===== config.mk =====
export PLATFORM = sky130hd
export DESIGN_NAME = register_access_initiator_flat
export DESIGN_NICKNAME = d
export VERILOG_FILES = /design/src/rtl/register_access_pkg.sv /design/src/rtl/register_access_initiator_if.sv /design/src/rtl/rsp_timeout_counter.sv /design/src/rtl/register_access_initiator.sv /design/src/flat_wrapper.sv
export SDC_FILE = /design/constraint.sdc
export NUM_CORES = 1
export LEC_CHECK = 0
export CAP_MARGIN = 10
export CORE_MARGIN = 8
export CORE_UTILIZATION = 40
export DETAILED_ROUTE_END_ITERATION = 10
export PLACE_DENSITY = 0.76
export SLEW_MARGIN = 20
export SYNTH_ARGS = -nofsm -noshare
export SYNTH_HDL_FRONTEND = slang
export SYNTH_SLANG_ARGS = --single-unit

===== constraint.sdc =====
create_clock -name i_clk -period 4.33 [get_ports i_clk]
set_input_delay 1.299 -clock i_clk [delete_from_list [all_inputs] [get_ports i_clk]]
set_output_delay 1.299 -clock i_clk [all_outputs]
set_load 0.03 [all_outputs]

===== src/rtl/register_access_pkg.sv =====
// register_access_pkg: shared widths, default timeout and FSM encoding for the register access initiator.
`default_nettype none
package register_access_pkg;
  localparam int unsigned ADDR_W                 = 19;
  localparam int unsigned DATA_W                 = 32;
  localparam int unsigned CNT_W                  = 16;
  localparam int unsigned TIMEOUT_CYCLES_DEFAULT = 255;

  typedef enum logic [1:0] {
    ST_IDLE     = 2'd0,
    ST_ISSUE    = 2'd1,
    ST_WAIT_RSP = 2'd2,
    ST_DONE     = 2'd3
  } state_t;
endpackage
`default_nettype wire


===== src/rtl/register_access_initiator_if.sv =====
// register_access_initiator_if: host request/completion and bus command/response signals.
`default_nettype none
interface register_access_initiator_if;
  import register_access_pkg::*;

  logic              i_req_valid;
  logic              i_req_rd;
  logic [ADDR_W-1:0] iv_req_addr;
  logic              i_req_addr_fixed;
  logic [DATA_W-1:0] iv_req_wdata;
  logic              o_req_ready;
  logic              o_wr;
  logic              o_rd;
  logic [ADDR_W-1:0] ov_addr;
  logic              o_addr_fixed;
  logic [DATA_W-1:0] ov_wdata;
  logic              i_rsp_wr;
  logic [ADDR_W-1:0] iv_rsp_addr;
  logic              i_rsp_addr_fixed;
  logic [DATA_W-1:0] iv_rsp_rdata;
  logic              o_rsp_valid;
  logic [DATA_W-1:0] ov_rsp_rdata;
  logic              o_rsp_err;
  logic [CNT_W-1:0]  ov_timeout_cnt;

  modport master (
    input  i_req_valid, i_req_rd, iv_req_addr, i_req_addr_fixed, iv_req_wdata,
    input  i_rsp_wr, iv_rsp_addr, i_rsp_addr_fixed, iv_rsp_rdata,
    output o_req_ready, o_wr, o_rd, ov_addr, o_addr_fixed, ov_wdata,
    output o_rsp_valid, ov_rsp_rdata, o_rsp_err, ov_timeout_cnt
  );

  modport slave (
    output i_req_valid, i_req_rd, iv_req_addr, i_req_addr_fixed, iv_req_wdata,
    output i_rsp_wr, iv_rsp_addr, i_rsp_addr_fixed, iv_rsp_rdata,
    input  o_req_ready, o_wr, o_rd, ov_addr, o_addr_fixed, ov_wdata,
    input  o_rsp_valid, ov_rsp_rdata, o_rsp_err, ov_timeout_cnt
  );
endinterface
`default_nettype wire


===== src/rtl/rsp_timeout_counter.sv =====
// rsp_timeout_counter: per-read wait counter plus saturating count of reads aborted by timeout.
`default_nettype none
module rsp_timeout_counter
  import register_access_pkg::*;
#(
  parameter int unsigned      TIMEOUT_CYCLES = TIMEOUT_CYCLES_DEFAULT,
  parameter logic [CNT_W-1:0] STAT_INIT      = '0
) (
  input  logic             i_clk,
  input  logic             i_rst_n,
  input  logic             i_clear,
  input  logic             i_tick,
  input  logic             i_rsp_hit,
  output logic             o_expire,
  output logic [CNT_W-1:0] ov_timeout_cnt
);
  // Expiry fires on the last allowed wait cycle, i.e. when the count would reach TIMEOUT_CYCLES.
  localparam logic [CNT_W-1:0] c_LAST = CNT_W'(TIMEOUT_CYCLES - 1);

  logic [CNT_W-1:0] r_wait_cnt;
  logic [CNT_W-1:0] r_stat;

  // A response in the expiry cycle takes priority, so it suppresses the abort.
  assign o_expire       = i_tick & ~i_rsp_hit & (r_wait_cnt == c_LAST);
  assign ov_timeout_cnt = r_stat;

  always_ff @(posedge i_clk or negedge i_rst_n) begin
    if (!i_rst_n) begin
      r_wait_cnt <= '0;
      r_stat     <= STAT_INIT;
    end else begin
      if (i_clear) begin
        r_wait_cnt <= '0;
      end else if (i_tick) begin
        r_wait_cnt <= r_wait_cnt + 1'b1;
      end
      if (o_expire && (r_stat != {CNT_W{1'b1}})) begin
        r_stat <= r_stat + 1'b1;
      end
    end
  end
endmodule
`default_nettype wire


===== src/rtl/register_access_initiator.sv =====
// register_access_initiator: single-outstanding register bus initiator with read timeout.
// Optional macro RSP_ADDR_CHECK_EN: read responses with mismatching address/fixed flag complete with error.
`default_nettype none
module register_access_initiator
  import register_access_pkg::*;
#(
  parameter int unsigned      TIMEOUT_CYCLES = TIMEOUT_CYCLES_DEFAULT,
  parameter logic [CNT_W-1:0] STAT_INIT      = '0
) (
  input  logic                        i_clk,
  input  logic                        i_rst_n,
  register_access_initiator_if.master bus_if
);
  state_t            r_state;
  logic              r_ready;
  logic              r_is_rd;
  logic [ADDR_W-1:0] r_addr;
  logic              r_addr_fixed;
  logic [DATA_W-1:0] r_wdata;
  logic              r_wr;
  logic              r_rd;
  logic              r_rsp_valid;
  logic [DATA_W-1:0] r_rsp_rdata;
  logic              r_rsp_err;
  logic              w_clear;
  logic              w_tick;
  logic              w_expire;
  logic              w_rsp_bad;
  logic [CNT_W-1:0]  w_timeout_cnt;

  assign w_clear = (r_state == ST_ISSUE);
  assign w_tick  = (r_state == ST_WAIT_RSP);

`ifdef RSP_ADDR_CHECK_EN
  assign w_rsp_bad = (bus_if.iv_rsp_addr != r_addr) || (bus_if.i_rsp_addr_fixed != r_addr_fixed);
`else
  assign w_rsp_bad = 1'b0;
`endif

  rsp_timeout_counter #(
    .TIMEOUT_CYCLES (TIMEOUT_CYCLES),
    .STAT_INIT      (STAT_INIT)
  ) u_rsp_timeout_counter (
    .i_clk          (i_clk),
    .i_rst_n        (i_rst_n),
    .i_clear        (w_clear),
    .i_tick         (w_tick),
    .i_rsp_hit      (bus_if.i_rsp_wr),
    .o_expire       (w_expire),
    .ov_timeout_cnt (w_timeout_cnt)
  );

  // Ready is registered so it stays low through reset and rises on the first edge after release.
  always_ff @(posedge i_clk or negedge i_rst_n) begin
    if (!i_rst_n) begin
      r_state      <= ST_IDLE;
      r_ready      <= 1'b0;
      r_is_rd      <= 1'b0;
      r_addr       <= '0;
      r_addr_fixed <= 1'b0;
      r_wdata      <= '0;
      r_wr         <= 1'b0;
      r_rd         <= 1'b0;
      r_rsp_valid  <= 1'b0;
      r_rsp_rdata  <= '0;
      r_rsp_err    <= 1'b0;
    end else begin
      r_wr        <= 1'b0;
      r_rd        <= 1'b0;
      r_rsp_valid <= 1'b0;
      r_rsp_rdata <= '0;
      r_rsp_err   <= 1'b0;
      unique case (r_state)
        ST_IDLE: begin
          r_ready <= 1'b1;
          if (bus_if.i_req_valid && r_ready) begin
            r_ready      <= 1'b0;
            r_is_rd      <= bus_if.i_req_rd;
            r_addr       <= bus_if.iv_req_addr;
            r_addr_fixed <= bus_if.i_req_addr_fixed;
            r_wdata      <= bus_if.i_req_rd ? '0 : bus_if.iv_req_wdata;
            r_wr         <= ~bus_if.i_req_rd;
            r_rd         <= bus_if.i_req_rd;
            r_state      <= ST_ISSUE;
          end
        end
        ST_ISSUE: begin
          if (r_is_rd) begin
            r_state <= ST_WAIT_RSP;
          end else begin
            r_rsp_valid <= 1'b1;
            r_state     <= ST_DONE;
          end
        end
        ST_WAIT_RSP: begin
          if (bus_if.i_rsp_wr) begin
            r_rsp_valid <= 1'b1;
            r_rsp_err   <= w_rsp_bad;
            r_rsp_rdata <= w_rsp_bad ? '0 : bus_if.iv_rsp_rdata;
            r_state     <= ST_DONE;
          end else if (w_expire) begin
            r_rsp_valid <= 1'b1;
            r_rsp_err   <= 1'b1;
            r_state     <= ST_DONE;
          end
        end
        ST_DONE: begin
          r_ready <= 1'b1;
          r_state <= ST_IDLE;
        end
        default: begin
          r_ready <= 1'b0;
          r_state <= ST_IDLE;
        end
      endcase
    end
  end

  assign bus_if.o_req_ready    = r_ready;
  assign bus_if.o_wr           = r_wr;
  assign bus_if.o_rd           = r_rd;
  assign bus_if.ov_addr        = r_addr;
  assign bus_if.o_addr_fixed   = r_addr_fixed;
  assign bus_if.ov_wdata       = r_wdata;
  assign bus_if.o_rsp_valid    = r_rsp_valid;
  assign bus_if.ov_rsp_rdata   = r_rsp_rdata;
  assign bus_if.o_rsp_err      = r_rsp_err;
  assign bus_if.ov_timeout_cnt = w_timeout_cnt;
endmodule
`default_nettype wire


===== src/flat_wrapper.sv =====
// flat-port wrapper written by rule: the top's interface ports become plain ports
module register_access_initiator_flat import register_access_pkg::*;
#(
  parameter int unsigned      TIMEOUT_CYCLES = TIMEOUT_CYCLES_DEFAULT,
  parameter logic [CNT_W-1:0] STAT_INIT      = '0
)
  (i_clk, i_rst_n, bus_if_i_req_valid, bus_if_i_req_rd, bus_if_iv_req_addr, bus_if_i_req_addr_fixed, bus_if_iv_req_wdata, bus_if_i_rsp_wr, bus_if_iv_rsp_addr, bus_if_i_rsp_addr_fixed, bus_if_iv_rsp_rdata, bus_if_o_req_ready, bus_if_o_wr, bus_if_o_rd, bus_if_ov_addr, bus_if_o_addr_fixed, bus_if_ov_wdata, bus_if_o_rsp_valid, bus_if_ov_rsp_rdata, bus_if_o_rsp_err, bus_if_ov_timeout_cnt);
  register_access_initiator_if bus_if_i ();
  input  logic i_clk;
  input  logic i_rst_n;
  input wire logic [$bits(bus_if_i.i_req_valid)-1:0] bus_if_i_req_valid;
  input wire logic [$bits(bus_if_i.i_req_rd)-1:0] bus_if_i_req_rd;
  input wire logic [$bits(bus_if_i.iv_req_addr)-1:0] bus_if_iv_req_addr;
  input wire logic [$bits(bus_if_i.i_req_addr_fixed)-1:0] bus_if_i_req_addr_fixed;
  input wire logic [$bits(bus_if_i.iv_req_wdata)-1:0] bus_if_iv_req_wdata;
  input wire logic [$bits(bus_if_i.i_rsp_wr)-1:0] bus_if_i_rsp_wr;
  input wire logic [$bits(bus_if_i.iv_rsp_addr)-1:0] bus_if_iv_rsp_addr;
  input wire logic [$bits(bus_if_i.i_rsp_addr_fixed)-1:0] bus_if_i_rsp_addr_fixed;
  input wire logic [$bits(bus_if_i.iv_rsp_rdata)-1:0] bus_if_iv_rsp_rdata;
  output wire logic [$bits(bus_if_i.o_req_ready)-1:0] bus_if_o_req_ready;
  output wire logic [$bits(bus_if_i.o_wr)-1:0] bus_if_o_wr;
  output wire logic [$bits(bus_if_i.o_rd)-1:0] bus_if_o_rd;
  output wire logic [$bits(bus_if_i.ov_addr)-1:0] bus_if_ov_addr;
  output wire logic [$bits(bus_if_i.o_addr_fixed)-1:0] bus_if_o_addr_fixed;
  output wire logic [$bits(bus_if_i.ov_wdata)-1:0] bus_if_ov_wdata;
  output wire logic [$bits(bus_if_i.o_rsp_valid)-1:0] bus_if_o_rsp_valid;
  output wire logic [$bits(bus_if_i.ov_rsp_rdata)-1:0] bus_if_ov_rsp_rdata;
  output wire logic [$bits(bus_if_i.o_rsp_err)-1:0] bus_if_o_rsp_err;
  output wire logic [$bits(bus_if_i.ov_timeout_cnt)-1:0] bus_if_ov_timeout_cnt;
  assign bus_if_i.i_req_valid = bus_if_i_req_valid;
  assign bus_if_i.i_req_rd = bus_if_i_req_rd;
  assign bus_if_i.iv_req_addr = bus_if_iv_req_addr;
  assign bus_if_i.i_req_addr_fixed = bus_if_i_req_addr_fixed;
  assign bus_if_i.iv_req_wdata = bus_if_iv_req_wdata;
  assign bus_if_i.i_rsp_wr = bus_if_i_rsp_wr;
  assign bus_if_i.iv_rsp_addr = bus_if_iv_rsp_addr;
  assign bus_if_i.i_rsp_addr_fixed = bus_if_i_rsp_addr_fixed;
  assign bus_if_i.iv_rsp_rdata = bus_if_iv_rsp_rdata;
  assign bus_if_o_req_ready = bus_if_i.o_req_ready;
  assign bus_if_o_wr = bus_if_i.o_wr;
  assign bus_if_o_rd = bus_if_i.o_rd;
  assign bus_if_ov_addr = bus_if_i.ov_addr;
  assign bus_if_o_addr_fixed = bus_if_i.o_addr_fixed;
  assign bus_if_ov_wdata = bus_if_i.ov_wdata;
  assign bus_if_o_rsp_valid = bus_if_i.o_rsp_valid;
  assign bus_if_ov_rsp_rdata = bus_if_i.ov_rsp_rdata;
  assign bus_if_o_rsp_err = bus_if_i.o_rsp_err;
  assign bus_if_ov_timeout_cnt = bus_if_i.ov_timeout_cnt;
  register_access_initiator #(.TIMEOUT_CYCLES(TIMEOUT_CYCLES), .STAT_INIT(STAT_INIT)) u_core (.i_clk(i_clk), .i_rst_n(i_rst_n), .bus_if(bus_if_i));
endmodule

### Word level (Yosys, flattened, before mapping)

Cells that the tools add are included.

| cells by class | value |
|---|---|
| shift operators | 0 |
| muxes and demuxes | 22 |
| bitwise operators | 4 |
| $add $sub $neg | 2 |
| equal/unequal tests | 7 |
| $lt $le $gt $ge | 0 |
| divide/modulo/power cells | 0 |
| reduce and logical (&&, ||, !) cells | 7 |
| multiply operators | 0 |

Operator list:

| cell | number |
|---|---|
| 2-to-1 mux 32 bit | 3 |
| adder 16 x 1 -> 16 bit, second input constant | 2 |
| 2-to-1 mux 16 bit | 2 |
| equality test 16 x 8 -> 1 bit, second input constant | 1 |
| != test 16 bit, second input constant | 1 |
| 2-to-1 mux 1 bit | 11 |
| case mux 2 bit (4 select lines) | 1 |
| 2-to-1 mux 2 bit | 3 |
| equality test 2 bit, second input constant | 2 |
| case mux 1 bit (2 select lines) | 2 |
| AND reduction 2 bit | 2 |
| nonzero test 2 bit | 2 |
| != test 3 x 2 -> 1 bit, second input constant | 1 |
| AND 1 bit | 2 |
| equality test 2 x 1 -> 1 bit, second input constant | 1 |
| logical AND 1 bit | 2 |
| zero test 2 bit | 1 |
| != test 2 x 1 -> 1 bit, second input constant | 1 |
| NOT 1 bit | 2 |

| word-level totals | value |
|---|---|
| word-level logic and storage cells | 55 |
| memory bits (writable) | 0 |
| latch bits | 0 |
| output and inout bits | 105 |
| input bits | 109 |
| bits in registers | 124 |
| ROM bits | 0 |
| memories kept | 0 |

### Logic depth before layout (Yosys ltp)

| depth | value |
|---|---|
| depth in word-level cells | 6 |
| mapped depth | 7 |
| mapped depth without buffers | 7 |

### By module

From an unflattened synthesis, not the netlist that was laid out.

| unflattened totals | value |
|---|---|
| cell total of the unflattened synthesis | 443 |
| area total of the unflattened synthesis | 4,973.5 sq um |

By module, submodules not included:

| module | area an instance (sq um) | sequential area each (sq um) | times used | cells each |
|---|---|---|---|---|
| register_access_initiator | 3,405.8 | 2,302.2 | 1 | 285 |
| rsp_timeout_counter | 1,567.8 | 800.8 | 1 | 158 |

### Least setup slack after synthesis

Ideal clock, no wire load.

| path | value |
|---|---|
| path type | input to register |
| from | in bus_if_i_rsp_wr |
| to | reg u_core.u_rsp_timeout_counter.r_stat[1], in the netlist u_core.u_rsp_timeout_counter.ov_timeout_cnt[1] |
| setup time | 0.125 ns |
| arrival | 2.191 ns |
| cell stages on the path | 4 |
| buffers on the path | 0 |
| setup slack | 2.014 ns |
| required time | 4.205 ns |
| path through | inv_1 > nand2_1 > nor3_2 > mux2_2 |

| on the way | value |
|---|---|
| longest elaborated chain between the ends | 4 |

Ends and longest elaborated chain:

| what | line | RTL |
|---|---|---|
| start: declaration | flat_wrapper.sv:16 | `input wire logic [$bits(bus_if_i.i_rsp_wr)-1:0] bus_if_i_rsp_wr;` |
| NOT 1 bit | rsp_timeout_counter.sv:24 | `assign o_expire = i_tick & ~i_rsp_hit & (r_wait_cnt == c_LAST);` |
| AND 1 bit (2 in series) | rsp_timeout_counter.sv:24 |  |
| logical AND 1 bit | rsp_timeout_counter.sv:37 | `if (o_expire && (r_stat != {CNT_W{1'b1}})) begin` |
| end signal: assignment | rsp_timeout_counter.sv:38 | `r_stat <= r_stat + 1'b1;` |
| end: declaration | rsp_timeout_counter.sv:21 | `logic [CNT_W-1:0] r_stat;` |

No other way between the ends.
A chain may end at the register's enable or synchronous reset.

### Worst setup path after layout

| path | value |
|---|---|
| from | reg u_core.u_rsp_timeout_counter.r_stat[15], in the netlist u_core.u_rsp_timeout_counter.ov_timeout_cnt[15] |
| to | out bus_if_ov_timeout_cnt[15] |

RTL lines:

| what | line | RTL |
|---|---|---|
| end: declaration | flat_wrapper.sv:29 | `output wire logic [$bits(bus_if_i.ov_timeout_cnt)-1:0] bus_if_ov_timeout_cnt;` |

No word-level cell between the ends.

==> metrics.cfg <==
[status]
status = completed

[clock_tree]
htree_num_levels = 4
cts_buffers = 17
cts-root-buf = clkbuf_16
cts_sinks = 124
clk_path_buf_depth = 2
clock_latency_ns = 0.41
cts_hold_buf = 0
cts_resized = 0
cts_setup_buffers = 0
cts_tree = yes
path_clk_slew_ns = 0.05

[worst_setup_path]
path_buf_inv = 1
worstPathArrival_ns = 1.57
critical_path_required_ns = 3.03
reg2reg_setup_slack_ns = 1.68
cp_max_fo = 5
startpoint_type = flop
slowest_stage = clkdlybuf4s50_1
critPathTopFamily = buffers and inverters
critPathMaxStageDelay_ns = 0.72
criticalPathCategory = flop to primary output
crit_chain = clkdlybuf4s50_1
crit_path_end_kind = primary output

[yosys]
postSynthAreaPerCell_sq_um = 11.4
synth.area.top_cells = dfrtp_1, nand2_1, mux2_2
synth_cell_types = 36
yosys.area.top_type_share_pct = 62.6
yosysTopAreaCell = dfrtp_1
muxShareOfSynthArea_pct = 5.66
syn_nets = 551
ys_ff_latch = 124
yosys_warnings = 0
synth_simple_gate_area_share_pct = 18.5
syn_area_sq_mm = 0.00496
synth_top_family_by_area = simple AND/OR/NAND/NOR gates
seq_area_frac_synth_pct = 62.6
synthAdderAreaFrac_pct = 1.77
synth_xor_area_share_pct = 4.24
synth_compound_area_share_pct = 4.92
synthCells = 435

[floorplan]
ios = 214
die_h_microns = 127
placementRows = 40
start_util_pct = 41.1
coreArea_sq_mm = 0.0121
dieArea_sq_mm = 0.0162
fp.dieW_microns = 127

[finish]
final_common_cell = clkdlybuf4s50_1
final-instance-count-excl-fill = 811
num_antenna_cells = 0
utilization_pct = 64.0
nets = 747
mostFrequentLayoutCells = clkdlybuf4s50_1, dfrtp_1, nand2_1, and3_1, o21ai_0
drive_gt1_share_pct = 10.4
fillCellCount = 924
synthToLayoutAreaGrowth_pct = 55.6

[sta]
rsz0062_at_grt = no
hold_viol = 0
fin_crit_sh_pct = 66.4
timing.final.crit_period_ns = 2.87
drv_slew = 0
setup_violations = 0
slew_headroom_pct = 33.1
finalSetupTns_ns = 0
tightest_slew_ns = 1.00
skew_ns = 0.00602
fmax_mhz = 348

[global_route]
grt_util_all_layers_pct = 16.6
grt_pass1_wl_mm = 21.1
grt_max_degree = 77
antenna_found_initial = 1
grt_overflow = 0
grt_pass1_vias = 4018

[routing]
routed_via_density = 4.77
drc = 0
firstDrtPassIters = 6
drt.antenna.violating_nets = 0
routed_wirelength_mm = 13.1
drt_iter0_drc = 279
wire_per_inst_microns = 16.2
dr_total_vias = 3870

[place]
place_inst = 780
port_buffers = 193
gp_congestion = 0.784
hpwlAfterDp_mm = 9.67

[job]
maxCapViolCount = 0

[power]
ir_worst_vdd_v = 0.000278
power_density_mw_per_mm2 = 628
p_leak_uw = 0.00353

[worst_hold_path]
min_path_type = flop to flop

==> power by group <==
group | internal, uW | switching, uW
Sequential | 1450 | 155
Combinational | 740 | 991
Clock | 1050 | 463
==> state kept, by name (all words and copies together), names as in the netlist, 2 cells and up <==
signal                                       cells
u_core.bus_if.ov_rsp_rdata                      32
u_core.u_rsp_timeout_counter.r_wait_cnt         16
u_core.bus_if.ov_wdata                          32
u_core.r_state                                   2
u_core.u_rsp_timeout_counter.ov_timeout_cnt     16
u_core.bus_if.ov_addr                           19
==> layer usage <==
metal	vias up	GRT usage (%)	part of all wire (%)
li1	1870	-	-
met1	1871	17.5	37
met2	106	29.2	54
met3	21	6.36	6.2
met4	2	6.51	1.9
met5	-	0	0.099
==> Yosys cell counts <==
master / n
a21boi_0: 2
a21o_1: 1
a21oi_1: 3
a31oi_1: 1
and2_1: 4
and3_1: 35
and3_2: 1
and4_1: 2
and4b_1: 1
buf_1: 1
clkbuf_1: 19
dfrtp_1: 124
ha_1: 7
inv_1: 10
mux2_2: 24
mux2i_1: 1
nand2_1: 78
nand2b_1: 3
nand3_1: 14
nand4_1: 11
nand4b_2: 1
nor2_1: 19
nor2b_1: 1
nor3_1: 2
nor3_2: 2
nor3b_1: 1
nor4_2: 2
nor4_4: 1
o21a_1: 1
o21ai_0: 33
o22a_1: 1
o22ai_1: 3
or2_2: 1
or3_1: 1
xnor2_1: 14
xor2_1: 10
==> metrics by stage <==
stage	setup slack [ns]	power (uW)	hold WS, ns	cell area, sq um
CTS	1.41	4910	0.481	7710
floorplan	2.01	2600	0.441	4960
detailed placement	1.16	3370	0.469	7070
finish	1.46	4850	0.472	7710
global placement	1.18	3300	0.464	7070
global route	1.37	5100	0.497	7710
==> kinds of logic (layout without fill, tap and decap cells) <==
logic type	after synthesis	in the layout
AND/OR/NAND/NOR	180	180
flip-flops	124	124
AO/OA/AOI/OAI	45	45
buffers and inverters	30	238
multiplexers	25	25
XOR/XNOR	24	24
adder cells (fa/ha/maj)	7	7
==> final timing paths <==
kind                                                                             start                                                         end  depth (start not counted)
max reg2reg                                              u_core.r_state[0]$_DFFE_PN0P_  u_core.u_rsp_timeout_counter.ov_timeout_cnt[1]$_DFFE_PN0P_                          5
max in group asynchronous                                                      i_rst_n                         u_core.bus_if.o_rsp_valid$_DFF_PN0_                          2
min                                             u_core.bus_if.ov_wdata[16]$_DFFE_PN0P_                      u_core.bus_if.ov_wdata[16]$_DFFE_PN0P_                          2
max                        u_core.u_rsp_timeout_counter.ov_timeout_cnt[15]$_DFFE_PN0P_                                   bus_if_ov_timeout_cnt[15]                          1
min reg2reg                                     u_core.bus_if.ov_wdata[16]$_DFFE_PN0P_                      u_core.bus_if.ov_wdata[16]$_DFFE_PN0P_                          2
min in group asynchronous                                                      i_rst_n                     u_core.bus_if.ov_rsp_rdata[4]$_DFF_PN0_                          1
==> final cells by class <==
| class | count | area [sq um] | share of cell area [%] |
|---|---|---|---|
| flip-flops and latches | 124 | 3100 | 40.2 |
| repair buffers | 197 | 1970 | 25.6 |
| multi-input cells | 281 | 1750 | 22.6 |
| clock buffers | 25 | 515 | 6.68 |
| well taps | 168 | 210 | 2.73 |
| clock inverters | 6 | 130 | 1.69 |
| inverters | 10 | 37.5 | 0.487 |
Power figures use the tool's default switching activity.
